`src/rtl/mult_issue_pkg.sv`:
```
// Shared types and constants for the multiplier issue controller.
package mult_issue_pkg;

  localparam int ARG_W          = 16;
  localparam int RES_W          = 32;
  localparam int TMO_W          = 8;
  localparam int DEF_FIFO_DEPTH = 4;
  localparam int DEF_TIMEOUT    = 255;

  typedef enum logic [1:0] {
    IDLE     = 2'd0,
    REQ      = 2'd1,
    WAIT_RES = 2'd2
  } issue_state_t;

  typedef struct packed {
    logic [ARG_W-1:0] arg_a;
    logic [ARG_W-1:0] arg_b;
    logic [1:0]       inj_err;
  } operand_entry_t;

  // Even parity of an operand, optionally inverted to inject an error.
  function automatic logic arg_parity(input logic [ARG_W-1:0] arg, input logic inj);
    return (^arg) ^ inj;
  endfunction

endpackage

```
`src/rtl/mult_issue_ctrl_if.sv`:
```
// Operand stream, multiplier handshake and result stream of the issue controller.
interface mult_issue_ctrl_if;
  import mult_issue_pkg::*;

  logic             in_valid;
  logic             in_ready;
  logic [ARG_W-1:0] in_arg_a;
  logic [ARG_W-1:0] in_arg_b;
  logic [1:0]       in_inj_err;

  logic [ARG_W-1:0] mult_arg_a;
  logic             mult_arg_a_parity;
  logic [ARG_W-1:0] mult_arg_b;
  logic             mult_arg_b_parity;
  logic             mult_req;
  logic             mult_ack;
  logic [RES_W-1:0] mult_result;
  logic             mult_result_parity;
  logic             mult_result_rdy;
  logic             mult_arg_parity_error;

  logic             out_valid;
  logic             out_ready;
  logic [RES_W-1:0] out_result;
  logic             out_arg_err;
  logic             out_res_par_err;
  logic             out_timeout;

  // Controller side.
  modport master (
    input  in_valid, in_arg_a, in_arg_b, in_inj_err,
    input  mult_ack, mult_result, mult_result_parity, mult_result_rdy, mult_arg_parity_error,
    input  out_ready,
    output in_ready,
    output mult_arg_a, mult_arg_a_parity, mult_arg_b, mult_arg_b_parity, mult_req,
    output out_valid, out_result, out_arg_err, out_res_par_err, out_timeout
  );

  // Environment side (producer, multiplier and consumer).
  modport slave (
    output in_valid, in_arg_a, in_arg_b, in_inj_err,
    output mult_ack, mult_result, mult_result_parity, mult_result_rdy, mult_arg_parity_error,
    output out_ready,
    input  in_ready,
    input  mult_arg_a, mult_arg_a_parity, mult_arg_b, mult_arg_b_parity, mult_req,
    input  out_valid, out_result, out_arg_err, out_res_par_err, out_timeout
  );

endinterface

```
`src/rtl/mult_issue_fifo.sv`:
```
// Small synchronous FIFO of operand entries; depth must be a power of two.
module mult_issue_fifo
  import mult_issue_pkg::*;
#(
  parameter int DEPTH = DEF_FIFO_DEPTH
) (
  input  logic                     clk,
  input  logic                     rst,
  input  logic                     push,
  input  logic                     pop,
  input  operand_entry_t           wr_data,
  output operand_entry_t           rd_data,
  output logic [$clog2(DEPTH):0]   count,
  output logic                     full,
  output logic                     empty
);
  localparam int PW = $clog2(DEPTH);
  localparam logic [PW:0] DEPTH_C = (PW+1)'(DEPTH);

  operand_entry_t mem_q [DEPTH];
  operand_entry_t mem_d [DEPTH];
  logic [PW-1:0]  wr_ptr_q, wr_ptr_d;
  logic [PW-1:0]  rd_ptr_q, rd_ptr_d;
  logic [PW:0]    count_q, count_d;
  logic           do_push_s, do_pop_s;

  assign full      = (count_q == DEPTH_C);
  assign empty     = (count_q == {(PW+1){1'b0}});
  assign count     = count_q;
  assign rd_data   = mem_q[rd_ptr_q];
  assign do_push_s = push & ~full;
  assign do_pop_s  = pop & ~empty;

  // Next-state for storage, pointers (wrap naturally) and occupancy.
  always_comb begin
    mem_d    = mem_q;
    wr_ptr_d = wr_ptr_q;
    rd_ptr_d = rd_ptr_q;
    count_d  = count_q;
    if (do_push_s) begin
      mem_d[wr_ptr_q] = wr_data;
      wr_ptr_d        = wr_ptr_q + {{(PW-1){1'b0}}, 1'b1};
    end else begin
      wr_ptr_d = wr_ptr_q;
    end
    if (do_pop_s) begin
      rd_ptr_d = rd_ptr_q + {{(PW-1){1'b0}}, 1'b1};
    end else begin
      rd_ptr_d = rd_ptr_q;
    end
    case ({do_push_s, do_pop_s})
      2'b10:   count_d = count_q + {{PW{1'b0}}, 1'b1};
      2'b01:   count_d = count_q - {{PW{1'b0}}, 1'b1};
      default: count_d = count_q;
    endcase
  end

  // FIFO state registers with synchronous clear.
  always_ff @(posedge clk) begin
    if (rst) begin
      mem_q    <= '{default: '0};
      wr_ptr_q <= {PW{1'b0}};
      rd_ptr_q <= {PW{1'b0}};
      count_q  <= {(PW+1){1'b0}};
    end else begin
      mem_q    <= mem_d;
      wr_ptr_q <= wr_ptr_d;
      rd_ptr_q <= rd_ptr_d;
      count_q  <= count_d;
    end
  end

endmodule

```
`src/rtl/mult_issue_ctrl.sv`:
```
// Issue stage for the signed multiplier: buffers operands, runs the req/ack
// handshake one operation at a time and returns results in order with
// parity and watchdog status.
module mult_issue_ctrl
  import mult_issue_pkg::*;
#(
  parameter int FIFO_DEPTH = DEF_FIFO_DEPTH,
  parameter int TIMEOUT    = DEF_TIMEOUT
) (
  input  logic              clk,
  input  logic              rst,
  mult_issue_ctrl_if.master bus,
  output logic              busy
);
  localparam int CNT_W = $clog2(FIFO_DEPTH) + 1;
  localparam logic [TMO_W-1:0] TMO_LAST = TMO_W'(TIMEOUT - 1);

  issue_state_t     state_q, state_d;
  logic [ARG_W-1:0] arg_a_q, arg_a_d, arg_b_q, arg_b_d;
  logic             par_a_q, par_a_d, par_b_q, par_b_d;
  logic             req_q, req_d;
  logic             pend_q, pend_d;
  logic [TMO_W-1:0] tmo_cnt_q, tmo_cnt_d;
  logic             out_valid_q, out_valid_d;
  logic [RES_W-1:0] out_result_q, out_result_d;
  logic             out_arg_err_q, out_arg_err_d;
  logic             out_res_par_err_q, out_res_par_err_d;
  logic             out_timeout_q, out_timeout_d;

  logic             fifo_push_s, fifo_pop_s, fifo_full_s, fifo_empty_s;
  logic [CNT_W-1:0] fifo_count_s;
  operand_entry_t   fifo_wr_s, fifo_rd_s;
  logic             slot_free_s;

  assign fifo_wr_s   = '{arg_a: bus.in_arg_a, arg_b: bus.in_arg_b, inj_err: bus.in_inj_err};
  assign fifo_push_s = bus.in_valid & ~fifo_full_s;
  assign slot_free_s = ~out_valid_q | bus.out_ready;

  mult_issue_fifo #(.DEPTH(FIFO_DEPTH)) u_fifo (
    .clk     (clk),
    .rst     (rst),
    .push    (fifo_push_s),
    .pop     (fifo_pop_s),
    .wr_data (fifo_wr_s),
    .rd_data (fifo_rd_s),
    .count   (fifo_count_s),
    .full    (fifo_full_s),
    .empty   (fifo_empty_s)
  );

  // Issue FSM: pop into the argument registers, track the multiplier
  // handshake and fill the output register on result or watchdog abort.
  always_comb begin
    state_d           = state_q;
    arg_a_d           = arg_a_q;
    arg_b_d           = arg_b_q;
    par_a_d           = par_a_q;
    par_b_d           = par_b_q;
    req_d             = req_q;
    tmo_cnt_d         = tmo_cnt_q;
    out_result_d      = out_result_q;
    out_arg_err_d     = out_arg_err_q;
    out_res_par_err_d = out_res_par_err_q;
    out_timeout_d     = out_timeout_q;
    fifo_pop_s        = 1'b0;
    // Entries become issuable one cycle after they land, so an accepted
    // operand always spends a full cycle in the FIFO.
    pend_d            = (fifo_count_s != {CNT_W{1'b0}});
    if (out_valid_q && bus.out_ready) begin
      out_valid_d = 1'b0;
    end else begin
      out_valid_d = out_valid_q;
    end
    case (state_q)
      IDLE: begin
        if (pend_q && !fifo_empty_s && slot_free_s) begin
          fifo_pop_s = 1'b1;
          arg_a_d    = fifo_rd_s.arg_a;
          arg_b_d    = fifo_rd_s.arg_b;
          par_a_d    = arg_parity(fifo_rd_s.arg_a, fifo_rd_s.inj_err[0]);
          par_b_d    = arg_parity(fifo_rd_s.arg_b, fifo_rd_s.inj_err[1]);
          req_d      = 1'b1;
          tmo_cnt_d  = {TMO_W{1'b0}};
          state_d    = REQ;
        end else begin
          state_d = IDLE;
        end
      end
      REQ: begin
        if (bus.mult_ack) begin
          req_d     = 1'b0;
          tmo_cnt_d = {TMO_W{1'b0}};
          state_d   = WAIT_RES;
        end else if (tmo_cnt_q == TMO_LAST) begin
          req_d             = 1'b0;
          out_valid_d       = 1'b1;
          out_result_d      = {RES_W{1'b0}};
          out_arg_err_d     = 1'b0;
          out_res_par_err_d = 1'b0;
          out_timeout_d     = 1'b1;
          state_d           = IDLE;
        end else begin
          tmo_cnt_d = tmo_cnt_q + 8'd1;
        end
      end
      WAIT_RES: begin
        if (bus.mult_result_rdy) begin
          out_valid_d       = 1'b1;
          out_result_d      = bus.mult_result;
          out_arg_err_d     = bus.mult_arg_parity_error;
          out_res_par_err_d = ((^bus.mult_result) ^ bus.mult_result_parity) & ~bus.mult_arg_parity_error;
          out_timeout_d     = 1'b0;
          state_d           = IDLE;
        end else if (tmo_cnt_q == TMO_LAST) begin
          out_valid_d       = 1'b1;
          out_result_d      = {RES_W{1'b0}};
          out_arg_err_d     = 1'b0;
          out_res_par_err_d = 1'b0;
          out_timeout_d     = 1'b1;
          state_d           = IDLE;
        end else begin
          tmo_cnt_d = tmo_cnt_q + 8'd1;
        end
      end
      default: begin
        req_d   = 1'b0;
        state_d = IDLE;
      end
    endcase
  end

  // Controller registers; reset aborts any operation in flight.
  always_ff @(posedge clk) begin
    if (rst) begin
      state_q           <= IDLE;
      arg_a_q           <= {ARG_W{1'b0}};
      arg_b_q           <= {ARG_W{1'b0}};
      par_a_q           <= 1'b0;
      par_b_q           <= 1'b0;
      req_q             <= 1'b0;
      pend_q            <= 1'b0;
      tmo_cnt_q         <= {TMO_W{1'b0}};
      out_valid_q       <= 1'b0;
      out_result_q      <= {RES_W{1'b0}};
      out_arg_err_q     <= 1'b0;
      out_res_par_err_q <= 1'b0;
      out_timeout_q     <= 1'b0;
    end else begin
      state_q           <= state_d;
      arg_a_q           <= arg_a_d;
      arg_b_q           <= arg_b_d;
      par_a_q           <= par_a_d;
      par_b_q           <= par_b_d;
      req_q             <= req_d;
      pend_q            <= pend_d;
      tmo_cnt_q         <= tmo_cnt_d;
      out_valid_q       <= out_valid_d;
      out_result_q      <= out_result_d;
      out_arg_err_q     <= out_arg_err_d;
      out_res_par_err_q <= out_res_par_err_d;
      out_timeout_q     <= out_timeout_d;
    end
  end

  assign bus.in_ready          = ~fifo_full_s;
  assign bus.mult_arg_a        = arg_a_q;
  assign bus.mult_arg_b        = arg_b_q;
  assign bus.mult_arg_a_parity = par_a_q;
  assign bus.mult_arg_b_parity = par_b_q;
  assign bus.mult_req          = req_q;
  assign bus.out_valid         = out_valid_q;
  assign bus.out_result        = out_result_q;
  assign bus.out_arg_err       = out_arg_err_q;
  assign bus.out_res_par_err   = out_res_par_err_q;
  assign bus.out_timeout       = out_timeout_q;
  assign busy                  = (state_q != IDLE) | ~fifo_empty_s;

endmodule
```
`src/flat_wrapper.sv`:
```
// flat-port wrapper written by rule: the top's interface ports become plain ports
module mult_issue_ctrl_flat import mult_issue_pkg::*;
#(
  parameter int FIFO_DEPTH = DEF_FIFO_DEPTH,
  parameter int TIMEOUT    = DEF_TIMEOUT
)
  (clk, rst, busy, bus_in_valid, bus_in_arg_a, bus_in_arg_b, bus_in_inj_err, bus_mult_ack, bus_mult_result, bus_mult_result_parity, bus_mult_result_rdy, bus_mult_arg_parity_error, bus_out_ready, bus_in_ready, bus_mult_arg_a, bus_mult_arg_a_parity, bus_mult_arg_b, bus_mult_arg_b_parity, bus_mult_req, bus_out_valid, bus_out_result, bus_out_arg_err, bus_out_res_par_err, bus_out_timeout);
  mult_issue_ctrl_if bus_i ();
  input  logic clk;
  input  logic rst;
  output logic busy;
  input wire logic [$bits(bus_i.in_valid)-1:0] bus_in_valid;
  input wire logic [$bits(bus_i.in_arg_a)-1:0] bus_in_arg_a;
  input wire logic [$bits(bus_i.in_arg_b)-1:0] bus_in_arg_b;
  input wire logic [$bits(bus_i.in_inj_err)-1:0] bus_in_inj_err;
  input wire logic [$bits(bus_i.mult_ack)-1:0] bus_mult_ack;
  input wire logic [$bits(bus_i.mult_result)-1:0] bus_mult_result;
  input wire logic [$bits(bus_i.mult_result_parity)-1:0] bus_mult_result_parity;
  input wire logic [$bits(bus_i.mult_result_rdy)-1:0] bus_mult_result_rdy;
  input wire logic [$bits(bus_i.mult_arg_parity_error)-1:0] bus_mult_arg_parity_error;
  input wire logic [$bits(bus_i.out_ready)-1:0] bus_out_ready;
  output wire logic [$bits(bus_i.in_ready)-1:0] bus_in_ready;
  output wire logic [$bits(bus_i.mult_arg_a)-1:0] bus_mult_arg_a;
  output wire logic [$bits(bus_i.mult_arg_a_parity)-1:0] bus_mult_arg_a_parity;
  output wire logic [$bits(bus_i.mult_arg_b)-1:0] bus_mult_arg_b;
  output wire logic [$bits(bus_i.mult_arg_b_parity)-1:0] bus_mult_arg_b_parity;
  output wire logic [$bits(bus_i.mult_req)-1:0] bus_mult_req;
  output wire logic [$bits(bus_i.out_valid)-1:0] bus_out_valid;
  output wire logic [$bits(bus_i.out_result)-1:0] bus_out_result;
  output wire logic [$bits(bus_i.out_arg_err)-1:0] bus_out_arg_err;
  output wire logic [$bits(bus_i.out_res_par_err)-1:0] bus_out_res_par_err;
  output wire logic [$bits(bus_i.out_timeout)-1:0] bus_out_timeout;
  assign bus_i.in_valid = bus_in_valid;
  assign bus_i.in_arg_a = bus_in_arg_a;
  assign bus_i.in_arg_b = bus_in_arg_b;
  assign bus_i.in_inj_err = bus_in_inj_err;
  assign bus_i.mult_ack = bus_mult_ack;
  assign bus_i.mult_result = bus_mult_result;
  assign bus_i.mult_result_parity = bus_mult_result_parity;
  assign bus_i.mult_result_rdy = bus_mult_result_rdy;
  assign bus_i.mult_arg_parity_error = bus_mult_arg_parity_error;
  assign bus_i.out_ready = bus_out_ready;
  assign bus_in_ready = bus_i.in_ready;
  assign bus_mult_arg_a = bus_i.mult_arg_a;
  assign bus_mult_arg_a_parity = bus_i.mult_arg_a_parity;
  assign bus_mult_arg_b = bus_i.mult_arg_b;
  assign bus_mult_arg_b_parity = bus_i.mult_arg_b_parity;
  assign bus_mult_req = bus_i.mult_req;
  assign bus_out_valid = bus_i.out_valid;
  assign bus_out_result = bus_i.out_result;
  assign bus_out_arg_err = bus_i.out_arg_err;
  assign bus_out_res_par_err = bus_i.out_res_par_err;
  assign bus_out_timeout = bus_i.out_timeout;
  mult_issue_ctrl #(.FIFO_DEPTH(FIFO_DEPTH), .TIMEOUT(TIMEOUT)) u_core (.clk(clk), .rst(rst), .bus(bus_i), .busy(busy));
endmodule
```
`config.mk`:
```
export PLATFORM = sky130hd
export DESIGN_NAME = mult_issue_ctrl_flat
export DESIGN_NICKNAME = d
export VERILOG_FILES = /design/src/rtl/mult_issue_pkg.sv /design/src/rtl/mult_issue_ctrl_if.sv /design/src/rtl/mult_issue_fifo.sv /design/src/rtl/mult_issue_ctrl.sv /design/src/flat_wrapper.sv
export SDC_FILE = /design/constraint.sdc
export NUM_CORES = 1
export LEC_CHECK = 0
export CAP_MARGIN = 40
export CORE_MARGIN = 1
export CORE_UTILIZATION = 50
export CTS_CLUSTER_SIZE = 40
export DETAILED_ROUTE_END_ITERATION = 6
export GPL_TIMING_DRIVEN = 0
export PLACE_DENSITY_LB_ADDON = 0.05
export SYNTH_ARGS = -nofsm -noshare
export SYNTH_HDL_FRONTEND = slang
export SYNTH_HIERARCHICAL = 1
export SYNTH_SLANG_ARGS = --single-unit
```
`constraint.sdc`:
```
create_clock -name clk -period 6.2 [get_ports clk]
set_clock_uncertainty 0.2 [all_clocks]
set_input_delay 1.24 -clock clk [delete_from_list [all_inputs] [get_ports clk]]
set_output_delay 1.24 -clock clk [all_outputs]
set_load 0.03 [all_outputs]
```
== After elaboration in Yosys (flattened, before gate mapping) ==
Index checks and enable logic that the tools add are counted.
Word-level totals
  output and inout bits: 73
  bits in registers: 225
  logic and storage cells: 125
  input bits: 74
Operators by class
  bitwise operators: 16
  $add $sub $neg: 5
  reduce and logical (&&, ||, !) cells: 19
  eq/ne operators: 10
  magnitude comparators: 3
  multiplexer cells: 44
Operators by type and width (count)
  136-bit bitwise mux: 1
  34-bit two-way mux: 3
  32-bit two-way mux: 3
  34-bit binary-select mux with 2-bit select: 1
  34-bit demux with 2-bit select: 1
  32-bit case mux with 2 select lines: 1
  8-bit two-way mux: 4
  16-bit XOR reduction: 2
  32-bit XOR reduction: 1
  8-bit case mux with 3 select lines: 1
  1-bit two-way mux: 19
  8-bit by 1-bit adder with 8-bit output, second input constant: 1
  8-bit == test, second input constant: 1
  1-bit case mux with 2 select lines: 4
  3-bit greater-or-equal comparator, second input constant: 2
  2-bit two-way mux: 3
  2-bit inverter with 3-bit output: 2
  2-bit case mux with 3 select lines: 1
  3-bit case mux with 2 select lines: 1
  3-bit AND reduction: 2
  2-bit nonzero test: 3
  3-bit nonzero test: 2
  1-bit inverter: 5
  2-bit by 1-bit adder with 2-bit output, second input constant: 2
  18 further kinds: 31

== Depth between registers and ports, before layout ==
Gate-level depths: netlist of the first run.
  depth in word-level cells: 9
  gate-level depth with buffers: 13
  depth with buffers taken out: 12

== Cells and area by module ==
Netlist of the first run, hierarchy kept.
Modules (own cells, without submodules)
  mult_issue_fifo: cells an instance 574, area each 6628.9 um^2, seq. area each 2862.7 um^2, instances 1
  mult_issue_ctrl: cells an instance 427, area each 3679.8 um^2, seq. area each 1641.6 um^2, instances 1

== Worst setup path after synthesis of the first run ==
Ideal clock, no wire load.
  kind: input port to flip-flop
  from: input port bus_out_ready
  to: register u_core.u_fifo.count_q[2] (netlist: u_core/u_fifo/count[2])
  buffers on the path: 1
  slack: 2.610 ns
  setup time: 0.070 ns
  data required time: 5.930 ns
  stages: 13
  arrival: 3.320 ns
  path through: nand2b_1 and3b_1 nand2_1 clkinv_1 buf_2 o31ai_1 inv_1 ha_1 inv_1 fa_1 xor2_1 or3_1 a21oi_1
On the way
  cells in the longest elaborated chain, start to end: 7
  elaborated cells between the ends (all ways): 9
  classes of those cells: eq/ne: 2; mux: 3; bitwise: 2; reduce/logical: 2
RTL lines
  from (decl): line flat_wrapper.sv:21  | input wire logic [$bits(bus_i.out_ready)-1:0] bus_out_ready;
  1-bit bitwise OR (*): line mult_issue_ctrl.sv:37  | assign slot_free_s = ~out_valid_q | bus.out_ready;
  1-bit logical AND (*): line mult_issue_ctrl.sv:76  | if (pend_q && !fifo_empty_s && slot_free_s) begin
  1-bit two-way mux (*): line mult_issue_ctrl.sv:76
  1-bit two-way mux (*): line mult_issue_ctrl.sv:74  | case (state_q)
  net u_core.fifo_pop_s: line mult_issue_ctrl.sv:30  | logic fifo_push_s, fifo_pop_s, fifo_full_s, fifo_empty_s;
  1-bit AND (*): line mult_issue_fifo.sv:32  | assign do_pop_s = pop & ~empty;
  net u_core.u_fifo.do_pop_s: line mult_issue_fifo.sv:25  | logic do_push_s, do_pop_s;
  2-bit by 1-bit == test with 1-bit output / 2-bit == test (equally long branches): line mult_issue_fifo.sv:51  | case ({do_push_s, do_pop_s})
  3-bit case mux with 2 select lines / 2-bit nonzero test (equally long branches)
  to (signal assigned): line mult_issue_fifo.sv:64  | count_q <= {(PW+1){1'b0}};
  to (signal assigned): line mult_issue_fifo.sv:69  | count_q <= count_d;
  to (decl): line mult_issue_fifo.sv:24  | logic [PW:0] count_q, count_d;
The timed path passes the listed nets; every way through them passes the cells marked *.
A chain may end at the register's enable or synchronous reset.

== Worst setup path after layout of the first run ==
Ends and elaborated chain as after synthesis.

==> summary.md, run 1 <==
Initial antenna violation count: 0. The number of buffers added on ports is 145, and the share of async-settable or async-resettable flops after synthesis is 0%. Timing would allow up to 236.2 MHz. Leaving out fill and tap cells, the most frequent cell in the layout is dfxtp_1. The library cell with the largest summed area after synthesis is dfxtp_1. Type of element launching the critical path: an input pin.

Net switching is 25.91% of the power. Setup violations remaining at the end of the flow were counted as 0. The logs give 0 for the number of violations of the max-capacitance limit and 323 for the number of DRC violations after detailed-routing iteration 0.

The library cells used most frequently in the layout, excluding fill and tap cells, are dfxtp_1 (225), nand2b_1 (171), clkdlybuf4s50_1 (145), mux2i_1 (137), nand2_1 (79). After clock tree synthesis, the clock-pin slew on the worst setup and hold paths is 0.07 ns. Counting flops and latches in the post-synthesis netlist gives 225. The internal portion of the total power is 0.002624 W. The critical path is of the input pin to register type.

The horizontal extent of the die is 145.6 um. Global routing consumed, over all layers together, 24.10% of the routing resources. Slew at the pin closest to its max-slew limit: 0.7483 ns. The filler cell count in the final layout is 1723, and the final worst-path cycle share is 68.28%. The synthesized net count was 1087; the final weighted congestion in routability-driven placement was 0.8057.

The tools report the endpoint type of the worst setup path as a register. The flow ran to the end, and the final reports show no timing, DRC or antenna violations. The root buffer cell chosen for the clock tree is clkbuf_16.

After detailed routing, the number of remaining DRC violations is 0. The placeable core region is 0.02023 sq mm, and the sequential cell area is 0.004504 sq mm. The final layout contains routed wiring with a total length of 25360 um.

The initialized floorplan defines 52 standard-cell rows. The worst hold path begins at u_core/bus.mult_arg_b[6]. The min-delay analysis places its worst path in the category register to register. Of the post-synthesis cell area, the dominant cell type holds 43.69%.

The run gives 41120 um as the wire length of the first global-routing pass. Hold is met by 0.2524 ns. The signal on the critical path passes through clkdlybuf4s50_1 > nand2b_1 > and3b_1 > nand2_1 > clkinv_1 > buf_2 > o31ai_1 > inv_1 > ha_1 > inv_1 > fa_1 > xor2_1 > or3_1 > a21oi_1. The longest individual stage delay on the worst path is 0.45 ns, and the maximum number of pins on one net before global-route repair is 15.

The antenna diode count was 0. Slowest library cell on the worst path: clkdlybuf4s50_1. The HPWL after detailed placement was 17690 um; the share of post-route cells with drive strength above 1 was 9.336%. The tools report the total congestion overflow after global routing as 0.

The TritonCTS buffer count was 25; the total number of vias was 7693. The final-report max-slew violation count was 0. For this design the total switching power over the nets is 0.0009175 W. During synthesis, Yosys emitted a total of 6 warnings. IR analysis of the VDD net gives a maximum drop of 0.1823 mV. Counting flops with a built-in enable in the synthesized netlist gives 0.

Along the worst path, the maximum fanout reaches 11. Per report_power, the combinational group accounts for 16.5% of the total. The startpoint identified for the worst register-to-register timing path is u_core/u_fifo/count[0]. At the worst endpoint, the required time is 6.45 ns.

For the final net count, the log shows 1259. The overall die height came out at 145.6 um. The clock reaches the later pin of the worst-skew pair after 0.52 ns. Launching element of the worst setup path: bus_out_ready. The number of global-route vias before repair is 7707, and the overall die area is 0.02120 sq mm.

Data on the critical path arrives at its endpoint at 4.48 ns. The netlist uses 49 different library cells. Relative to the synthesized area, the layout overhead comes to 24.93%.

By area the synthesized netlist is led by dfxtp_1 (44%), mux2i_1 (13%), nand2b_1 (10%), mux4_2 (7.4%), xnor2_1 (4.4%). Once detail routing completed, the nets flagged for antenna violations numbered 0. The leakage power total was 5.057 nW; the final sum of negative setup slack was 0 ns. The sequential-to-total area share from yosys stat came out at 43.69%.

The tree built by TritonCTS fans out to 225 sinks. Measured against its own limit, the worst slew margin works out to 49.78%. Registers are responsible for 43.4% of the overall power. TritonCTS built the clock tree. First-pass iteration count of the detailed router: 4. The final period demand of the worst path works out to 4.234 ns. The post-synthesis area per instance is 10.30 sq um, and the gate count after technology mapping is 1001. The hold violation total from the final report came out at 0. Flip-flop cell with the highest count after synthesis: dfxtp_1. The cell area that synthesis handed to floorplanning was 0.01031 sq mm.

Of the total power, the clock network draws 40.2%. Counting along the longest clock path gives a buffer depth of 3. By instance count, the cell type seen most on the critical path is inv_1.

For this design the ratio of total power to cell area is 275.0 mW/mm^2. Setup repair after global routing left no endpoint under its margin. The logs give 1 for the depth of the CTS H-tree and 0.005365 sq mm for the area used by multi-input combinational logic. Once the floorplan was initialized, standard cells occupied 50.95% of the core.

In this run the count of I/O pins placed on the die edge is 147. After clock tree synthesis, the setup repair step added 0 buffers. The number of cells upsized or downsized after cts was 0; the detailed-route vias per instance was 5.273.

After clock tree synthesis, the flow added hold-fix buffers numbering 0. The routed wire length per instance is 17.38 um.
[cell families (layout without fill, tap and decap cells)]
| logic type | after synthesis | count (layout) | share of synthesized area, % |
|---|---|---|---|
| AO/OA/AOI/OAI | 110 | 110 | 6.821 |
| XOR/XNOR | 64 | 64 | 5.838 |
| adder cells (fa/ha/maj) | 12 | 12 | 1.529 |
| buffers and inverters | 86 | 274 | 4.260 |
| flip-flops | 225 | 225 | 43.69 |
| multiplexers | 172 | 172 | 20.84 |
| AND/OR/NAND/NOR | 332 | 332 | 17.02 |
[sequential cells by signal, summed over array words and instances (netlist names), 2 cells and up]
name	count
u_core/u_fifo/mem_q	136
u_core/u_fifo/rd_ptr_q	2
u_core/bus.out_result	32
u_core/bus.mult_arg_a	16
u_core/bus.mult_arg_b	16
u_core/u_fifo/count	3
u_core/tmo_cnt_q	8
u_core/state_q	2
u_core/u_fifo/wr_ptr_q	2
[final cells by class]
cell class	instances	share of cell area (%)
inverter	15	0.4372
buffer	71	2.973
sequential	225	34.98
multi-input combinational	690	41.66
clock buffer	28	4.945
clock inverter	15	1.117
timing repair buffer	145	11.27
tap	270	2.623
[power groups by stage]
stage	Combinational [W]	Clock, W	Sequential, W
floorplan	0.000397	0	0.00157
global placement	0.000577	0	0.00157
detailed placement	0.000583	0	0.00157
CTS	0.000586	0.00146	0.00154
global route	0.000629	0.00151	0.00154
finish	0.000583	0.00142	0.00154
[synthesized netlist by cell type, drive strengths merged (2+ instances only)]
| cell type | instances |
|---|---|
| buf | 32 |
| nand3 | 5 |
| mux2i | 137 |
| nand2 | 79 |
| xnor3 | 3 |
| a31oi | 3 |
| a21o | 3 |
| o31ai | 3 |
| nor2 | 53 |
| a211oi | 8 |
| xor2 | 9 |
| a32oi | 2 |
| nor2b | 2 |
| nand3b | 2 |
| xnor2 | 52 |
| a31o | 3 |
| nor3 | 5 |
| a22oi | 33 |
| and3 | 5 |
| or3 | 2 |
| ha | 11 |
| mux4 | 34 |
| nand2b | 171 |
| inv | 14 |
| a21oi | 47 |
| clkbuf | 39 |
| o21ai | 5 |
| dfxtp | 225 |
[critical path, delay by kind of cell]
| kind | cells | cell delay [ns] |
|---|---|---|
| fa+ha+maj | 2 | 0.54 |
| xor+xnor | 1 | 0.16 |
| buf+inv | 5 | 1.25 |
| simple gates | 4 | 0.98 |
| compound gates | 2 | 0.30 |
[through the flow]
| stage | setup WS (ns) | std cells | area [sq um] | power (W) | utilization (%) |
|---|---|---|---|---|---|
| finish | 1.966 | 1459 | 12880 | 0.003541 | 63.65 |
| global route | 1.725 | 1459 | 12880 | 0.003682 | 63.65 |
| CTS | 1.960 | 1459 | 12880 | 0.003580 | 63.65 |
| detailed placement | 1.416 | 1416 | 12100 | 0.002150 | 59.79 |
| global placement | 1.427 | 1416 | 12100 | 0.002143 | 59.79 |
| floorplan | 2.610 | 1001 | 10310 | 0.001969 | - |
[path summary, 6_finish.rpt]
check                                  end  slack, ns  cells after the start
setup / recovery    u_core/u_fifo/count[2]       1.97                     14
hold / removal    u_core/bus.mult_arg_b[6]       0.25                      2
setup reg to reg    u_core/u_fifo/count[2]       2.32                     13
hold reg to reg   u_core/bus.mult_arg_b[6]       0.25                      2
[routing by layer]
layer | wire length (um) | track usage (%)
met4 | 398 | 4.632
met3 | 1114 | 3.511
met2 | 12080 | 41.01
met1 | 11760 | 32.74
met5 | 0 | 0
Power figures use the tool's default switching activity.
==> run 2, diff against run 1 <==
==> constraint.sdc (replaced) <==
create_clock -name clk -period 4 [get_ports clk]
set_clock_uncertainty 0.2 [all_clocks]
set_input_delay 0.8 -clock clk [delete_from_list [all_inputs] [get_ports clk]]
set_output_delay 0.8 -clock clk [all_outputs]
set_load 0.03 [all_outputs]
==> summary.md, run 2 (synthesized netlist as in run 1, its figures left out) <==
The horizontal extent of the die was 145.6 um (unchanged). Derived from the worst setup path, the maximum achievable clock frequency is 277.8 MHz. The count of unresolved DRC violations after routing is 0 (unchanged), and the overall die area is 0.02120 sq mm (unchanged). The number of global-route vias before repair was 7707 (unchanged). The logs give 15 (unchanged) for the maximum number of pins on one net before global-route repair and 225 (unchanged) for the total number of clock tree sinks. The run gives 24.10% (unchanged) as the aggregate global-route resource usage. For the total power consumption of the routed design, the log shows 0.005494 W (+55%). For the antenna diode count, the log shows 0 (unchanged). The logs give 32.74% (unchanged) for the met1 track demand over resource in global routing and 0.2833 mV (+55%) for the worst supply voltage drop on vdd.

The commonest non-fill, non-tap cell in the layout is dfxtp_1. TritonCTS built the clock tree. The tools report the cell at the root of the clock tree as clkbuf_16.

The tools report the met2 demand-to-capacity share in global routing as 41.01% (unchanged). The later-pin clock latency in the skew report is 0.52 ns (about the same), and the slew at the pin closest to its max-slew limit is 0.7489 ns (+0.0006053 ns). The number of hold-repair buffers added at the cts stage is 0 (unchanged). The top cell types in the final layout, fill and taps aside, are dfxtp_1 (225), nand2b_1 (171), clkdlybuf4s50_1 (145), mux2i_1 (137), nand2_1 (78). The run gives 0 (unchanged) as the remaining antenna violation count after routing. The initial antenna violation count was 0 (unchanged); the number of cells upsized or downsized after cts was 0 (unchanged).

The hold violation total from the final report was 0 (unchanged). The tools report the number of DRC violations after detailed-routing iteration 0 as 318 (-1.5%). After global routing, the most crowded layer is met2. Setup repair after global routing left no endpoint under its margin.

The share of post-route cells with drive strength above 1 is 9.588% (+0.25 points). The area added between synthesis and finish is 25.04% (about the same). The overall die height is 145.6 um (unchanged), and the first-pass iteration count of the detailed router is 5 (+1). The leakage power total was 5.056 nW (about the same); the routed wire length per instance was 17.41 um (+0.14%). For the total congestion overflow after global routing, the log shows 0 (unchanged). The tools report the total number of vias as 7687 (-0.078%). The logs give 25 (unchanged) for the TritonCTS buffer count and 0.8057 (unchanged) for the final weighted congestion in routability-driven placement. The detailed-route vias per instance is 5.269 (about the same), and the final period demand of the worst path is 3.600 ns. For the HPWL after detailed placement, the log shows 17690 um (unchanged). The final net count is 1259 (unchanged), and the final worst-path cycle share is 89.99%. Relative max-transition margin: 49.74% (about the same). The arrival time of the worst setup path came out at 3.84 ns (-0.64 ns). The register name with the most flops was u_core/u_fifo/mem_q. The number of buffers on the longest clock path is 3 (unchanged), and the final core utilization is 63.70% (about the same).

The number of violations of the max-capacitance limit was 0 (unchanged); the number of buffers added on ports was 145 (unchanged). The final routed wirelength across all metal layers came out at 25400 um (+0.14%). The number of cell rows is 52 (unchanged). The starting utilization of the core area is 50.95% (unchanged), and the total power density per cell area is 426.2 mW/mm^2 (+55%). The flip-flop count of the largest register, all copies and words added was 136 (unchanged). The maximum fanout along the worst path works out to 11 (unchanged). The clock-pin slew on the worst setup and hold paths came out at 0.06 ns (about the same). In this run the worst hold path is classified as register to register. The logs give 4.25 ns (-2.20 ns) for the worst endpoint required time and 1 (unchanged) for the depth of the CTS H-tree. The run gives 0 (unchanged) as the count of final setup violators. The flow ran to the end, and the final reports show no timing, DRC or antenna violations. The final-report max-slew violation count is 0 (unchanged). The met3 track demand over resource in global routing came out at 3.511% (unchanged). The setup fix buffers added after clock tree synthesis was 0 (unchanged). The logs give 41120 um (unchanged) for the wire length of the first global-routing pass and 0.02023 sq mm (unchanged) for the placeable core region.

The endpoint type of the worst setup path is a register. Startpoint-to-endpoint class of the critical path: input pin to register. Number of top-level design ports: 147 (unchanged). The type of element launching the critical path is an input pin.
-- run 2: changes by cell type in the layout (fill, tap and decap cells not counted), sizes merged --
cell,before,now
clkinvlp,3,4
clkinv,10,9
-- run 2: path summary, 6_finish.rpt --
check	depth (start not counted)	slack (ns)	end	from
max reg2reg	9	0.60	u_core/bus.mult_arg_a_parity	u_core/u_fifo/rd_ptr_q[0]
max	14	0.40	u_core/u_fifo/count[2]	bus_out_ready
min reg2reg	2	0.25	u_core/bus.mult_arg_b[6]	u_core/bus.mult_arg_b[6]
min	2	0.25	u_core/bus.mult_arg_b[6]	u_core/bus.mult_arg_b[6]
-- run 2: report_power, final --
group	total, W	internal, W	leakage [nW]	switching (W)
Sequential	0.00238	0.00233	1.82	0.0000508
Clock	0.00221	0.00128	0.380	0.000930
Combinational	0.000906	0.000461	2.85	0.000445
-- run 2: per-stage QoR --
step,hold slack [ns],worst slack [ns],std cells,TNS [ns],cell area [sq um]
after CTS,0.2534,0.1132,1459,0,12880
after global routing,0.2691,0.1881,1459,0,12890
after floorplan,0.2455,0.8501,1001,0,10310
after global placement,0.2427,-0.3330,1416,-0.5605,12100
final,0.2524,0.4004,1459,0,12890
after detailed placement,0.2468,-0.3442,1416,-0.5596,12100
-- run 2: final cells by class --
type                            count  area, sq um
Timing Repair Buffer              145         1451
Clock inverter                     15        143.9
Fill cell                        1723         7345
Sequential cell                   225         4504
Inverter                           15        60.06
Buffer                             71        382.9
Tap cell                          270        337.8
Multi-Input combinational cell    690         5373
Clock buffer                       28        636.9
-- run 2: metal layers --
layer	up-vias	routed length, um
met2	187	12170
met4	0	377
li1	3761	-
met1	3710	11790
met3	29	1056
met5	-	0
-- run 2: critical path: stages --
cell and delay [ns]:
clkdlybuf4s50_1 0.45, nand2b_1 0.14, and3b_1 0.21, nand2_2 0.24, clkinvlp_4 0.28, buf_2 0.28
o31ai_1 0.15, inv_1 0.08, ha_1 0.17, inv_1 0.06, fa_1 0.37, xor2_1 0.16
or3_1 0.31, a21oi_1 0.15
==> edit 1 (settings of run 2) <==
Change the package constant `DEF_FIFO_DEPTH` from 4 to 2.
--- a/src/rtl/mult_issue_pkg.sv
+++ b/src/rtl/mult_issue_pkg.sv
@@ -4,7 +4,7 @@
   localparam int ARG_W          = 16;
   localparam int RES_W          = 32;
   localparam int TMO_W          = 8;
-  localparam int DEF_FIFO_DEPTH = 4;
+  localparam int DEF_FIFO_DEPTH = 2;
   localparam int DEF_TIMEOUT    = 255;
 
   typedef enum logic [1:0] {
Behaviour: not the same (Yosys sat finds a counterexample within 4 cycles, from zero or initial values and one cycle with rst high).
==> edit 1 against run 2 <==
Sequential cell count fell by 71; final area down 27%; wire length shrank 26%; synthesized cell count down 22%; synthesized area shrank 31%; total power shrank 20%; cell count is 22% lower; die area decreased by 31%; worst setup slack improved by 230 ps; largest cell class unchanged.
==> edit 1: results <==
{
  "grt_pass1_wl_um": 30100,
  "critPathMaxFanout": 10,
  "dr_wl_met3_um": 901,
  "power.share.clock": 0.401,
  "buf_share": 0.181,
  "power-top-group": "the clock network",
  "grt_pass1_vias": 6135,
  "fin_ws_ps": 630,
  "ys_seq_area_frac": 0.433,
  "synth_common_cells": "dfxtp_1 (154), nand2_1 (78), o21ai_0 (69)",
  "grt_max_degree": 17,
  "p_int_w": 0.00324,
  "nNonClkBuffers": 195,
  "wl_met1_um": 8440,
  "synth_xor_area_frac": 0.0846,
  "n_fill_cell": 1135,
  "cts_buffers": 17,
  "clockNetworkAreaShare": 0.0690,
  "syn_nets": 860,
  "arrival_ps": 3520,
  "reg2reg_slack_ps": 1010,
  "slowest_delay_ps": 390,
  "path_delay_family": "simple AND/OR/NAND/NOR gates",
  "firstDrtPassIters": 6,
  "cts_max_path_buffers": 2,
  "status": "completed",
  "final_nets": 1024,
  "drive_above_1_share": 0.0973,
  "whs_endpoint": "u_core/bus.mult_arg_a[7]",
  "slew_headroom": 0.531,
  "muxShareOfSynthArea": 0.103,
  "power_frac_comb": 0.217,
  "place_worst_setup_slack_ps": 204,
  "largest_reg_flops": 68,
  "clockBufferCount": 20,
  "ys_types": 46
}
-- edit 1: worst reg2reg max path, stage by stage (launching register included) --
cell,delay [ps]
dfxtp_1,370
nor2_1,180
and3b_1,230
nand2_1,320
clkinv_1,340
buf_2,280
o21a_1,160
ha_1,340
or3_1,370
a21oi_1,150
-- edit 1: per-stage QoR --
| step | utilization | power (W) | std cells | hold WS [ps] | cell area [sq um] |
|---|---|---|---|---|---|
| after global routing | 0.680 | 0.00458 | 1136 | 283 | 9450 |
| after CTS | 0.680 | 0.00442 | 1136 | 260 | 9450 |
| after detailed placement | 0.633 | 0.00265 | 1104 | 249 | 8790 |
| after global placement | 0.633 | 0.00263 | 1104 | 243 | 8790 |
| final | 0.680 | 0.00440 | 1136 | 256 | 9450 |
| after floorplan | - | 0.00237 | 779 | 245 | 7120 |
-- edit 1: routing by layer --
layer | vias to the layer above | track usage
met4 | 0 | 0.0779
met3 | 22 | 0.0625
li1 | 2960 | -
met2 | 162 | 0.445
met5 | - | 0
met1 | 2926 | 0.326
==> edit 2 (settings of run 2) <==
Without the edit above. Make the reset (`rst`) asynchronous in 2 clocked blocks.
--- a/src/rtl/mult_issue_fifo.sv
+++ b/src/rtl/mult_issue_fifo.sv
@@ -56,7 +56,7 @@
   end
 
   // FIFO state registers with synchronous clear.
-  always_ff @(posedge clk) begin
+  always_ff @(posedge clk or posedge rst) begin
     if (rst) begin
       mem_q    <= '{default: '0};
       wr_ptr_q <= {PW{1'b0}};
--- a/src/rtl/mult_issue_ctrl.sv
+++ b/src/rtl/mult_issue_ctrl.sv
@@ -130,7 +130,7 @@
   end
 
   // Controller registers; reset aborts any operation in flight.
-  always_ff @(posedge clk) begin
+  always_ff @(posedge clk or posedge rst) begin
     if (rst) begin
       state_q           <= IDLE;
       arg_a_q           <= {ARG_W{1'b0}};
Formal check against the unedited RTL: differs if rst is asserted again (counterexample within 4 cycles, from zero or initial values and one cycle with rst high); with rst held inactive, the same outputs for 4 cycles.
==> edit 2 against run 2 <==
Wire length shrank 9.0%; worst setup slack improved by 220 ps; via count down 15%; critical path depth decreased by 5; synthesized area is 0.41% higher; count of clock-buffer cells in the layout up 12; final area increased by 1.3%; sequential cell count did not move; fmax rose by 6.6%; highest routed layer unchanged.
Power is not compared: it rests on default switching activity, and its combinational part moved more than twofold at a synthesized area within 25%.
==> edit 2: results <==
{
  "dp_hpwl_um": 16600,
  "status": "completed",
  "grt_max_degree": 60,
  "via_per_inst": 5.40,
  "cts_buffers": 26,
  "syn_nets": 839,
  "critPathMaxFanout": 10,
  "final_nets": 1017,
  "async_flop_share": 1.00,
  "grt_pass1_wl_um": 38300,
  "synth_common_cells": "dfrtp_1 (225), mux2_2 (170), xnor2_1 (55)",
  "firstDrtPassIters": 4,
  "grt_pass1_vias": 7129,
  "startpoint": "u_core/u_fifo/rd_ptr_q[1]",
  "ys.flop_type": "dfrtp_1",
  "path_class": "register to register",
  "synth_area_leaders": "dfrtp_1 (54%), mux2_2 (18%), mux4_2 (7.4%), xnor2_1 (4.7%), a21oi_1 (2.4%)",
  "gp_congestion": 0.841,
  "grt_use_total": 0.227,
  "drive_above_1_share": 0.295,
  "reg2reg_slack_ps": 620,
  "dpl_cell_area_sq_um": 12200,
  "portBuffers": 146,
  "place_worst_setup_slack_ps": 235,
  "reg2reg_to": "u_core/bus.mult_arg_b_parity",
  "arrival_ps": 3570,
  "n_fill_cell": 1513
}
==> edit 2: changes by cell type in the layout (fill, tap and decap cells not counted), moves of 8 or more <==
cell and delta:
a211oi_1 -8, a22oi_1 -33, buf_4 -9, clkbuf_1 -25
clkbuf_8 +15, dfrtp_1 +225, dfxtp_1 -225, mux2_2 +169
mux2i_1 -136, nand2_1 -27, nand2b_1 -169, nor2_1 -10
==> edit 2: critical path: stages (launching register included) <==
cell and delay (ps):
dfrtp_1 310, clkbuf_1 520, clkbuf_1 620, mux4_2 460
xnor2_1 180, xnor2_1 290, xnor2_1 180, xnor2_1 110
xnor2_1 260, o21ai_0 120
==> edit 2: how the worst min path moves through the flow <==
| stage | from | endpoint | slack (ps) | cells after the start |
|---|---|---|---|---|
| 6_report | u_core/u_fifo/mem_q[39] | u_core/u_fifo/mem_q[39] | 300 | 1 |
| 5_1_grt | u_core/u_fifo/mem_q[63] | u_core/u_fifo/mem_q[63] | 320 | 1 |
| 4_1_cts | u_core/u_fifo/mem_q[44] | u_core/u_fifo/mem_q[44] | 300 | 1 |
| 3_5_place_dp | u_core/u_fifo/mem_q[44] | u_core/u_fifo/mem_q[44] | 290 | 1 |
| 3_3_place_gp | u_core/u_fifo/mem_q[48] | u_core/u_fifo/mem_q[48] | 280 | 1 |
| 2_1_floorplan | u_core/u_fifo/mem_q[45] | u_core/u_fifo/mem_q[45] | 280 | 1 |
==> edit 2: power breakdown <==
part           internal, W  leakage, nW  switching, W
Sequential         0.00343         2.67      0.000591
Clock              0.00135        0.394      0.000860
Combinational      0.00362         2.25       0.00340
Total              0.00840         5.32       0.00485
==> edit 2: per-layer routing <==
layer | global-route usage | wire, um | vias to the layer above
met2 | 0.399 | 11700 | 186
met5 | 0 | 0 | -
met4 | 0.0500 | 301 | 0
met1 | 0.300 | 9940 | 3351
li1 | - | - | 3000
met3 | 0.0335 | 1120 | 25
==> edit 2: final cells by class <==
cell class,instances,area [sq um],share of cell area
Timing Repair Buffer,150,1550,0.119
Clock inverter,2,12.5,0.000959
Clock buffer,40,795,0.0609
Multi-Input combinational cell,477,4380,0.336
Buffer,37,285,0.0219
Inverter,14,58.8,0.00451
Tap cell,270,338,0.0259
Sequential cell,225,5630,0.431
==> edit 2: through the flow <==
stage	hold WS, ps	std cells	setup TNS, ps
global placement	283	1169	-50020
CTS	303	1215	0
finish	300	1215	0
detailed placement	291	1173	0
global route	316	1215	0
floorplan	275	753	0
==> edit 2: logic make-up (layout without fill, tap and decap cells) <==
group                    after synthesis  after routing  synth area share
AO/OA/AOI/OAI                         71             71            0.0386
XOR/XNOR                              69             69            0.0597
adder cells (fa/ha/maj)               12             12            0.0152
buffers and inverters                 51            243            0.0326
flip-flops                           225            225             0.544
multiplexers                         205            205             0.260
AND/OR/NAND/NOR                      120            120            0.0500
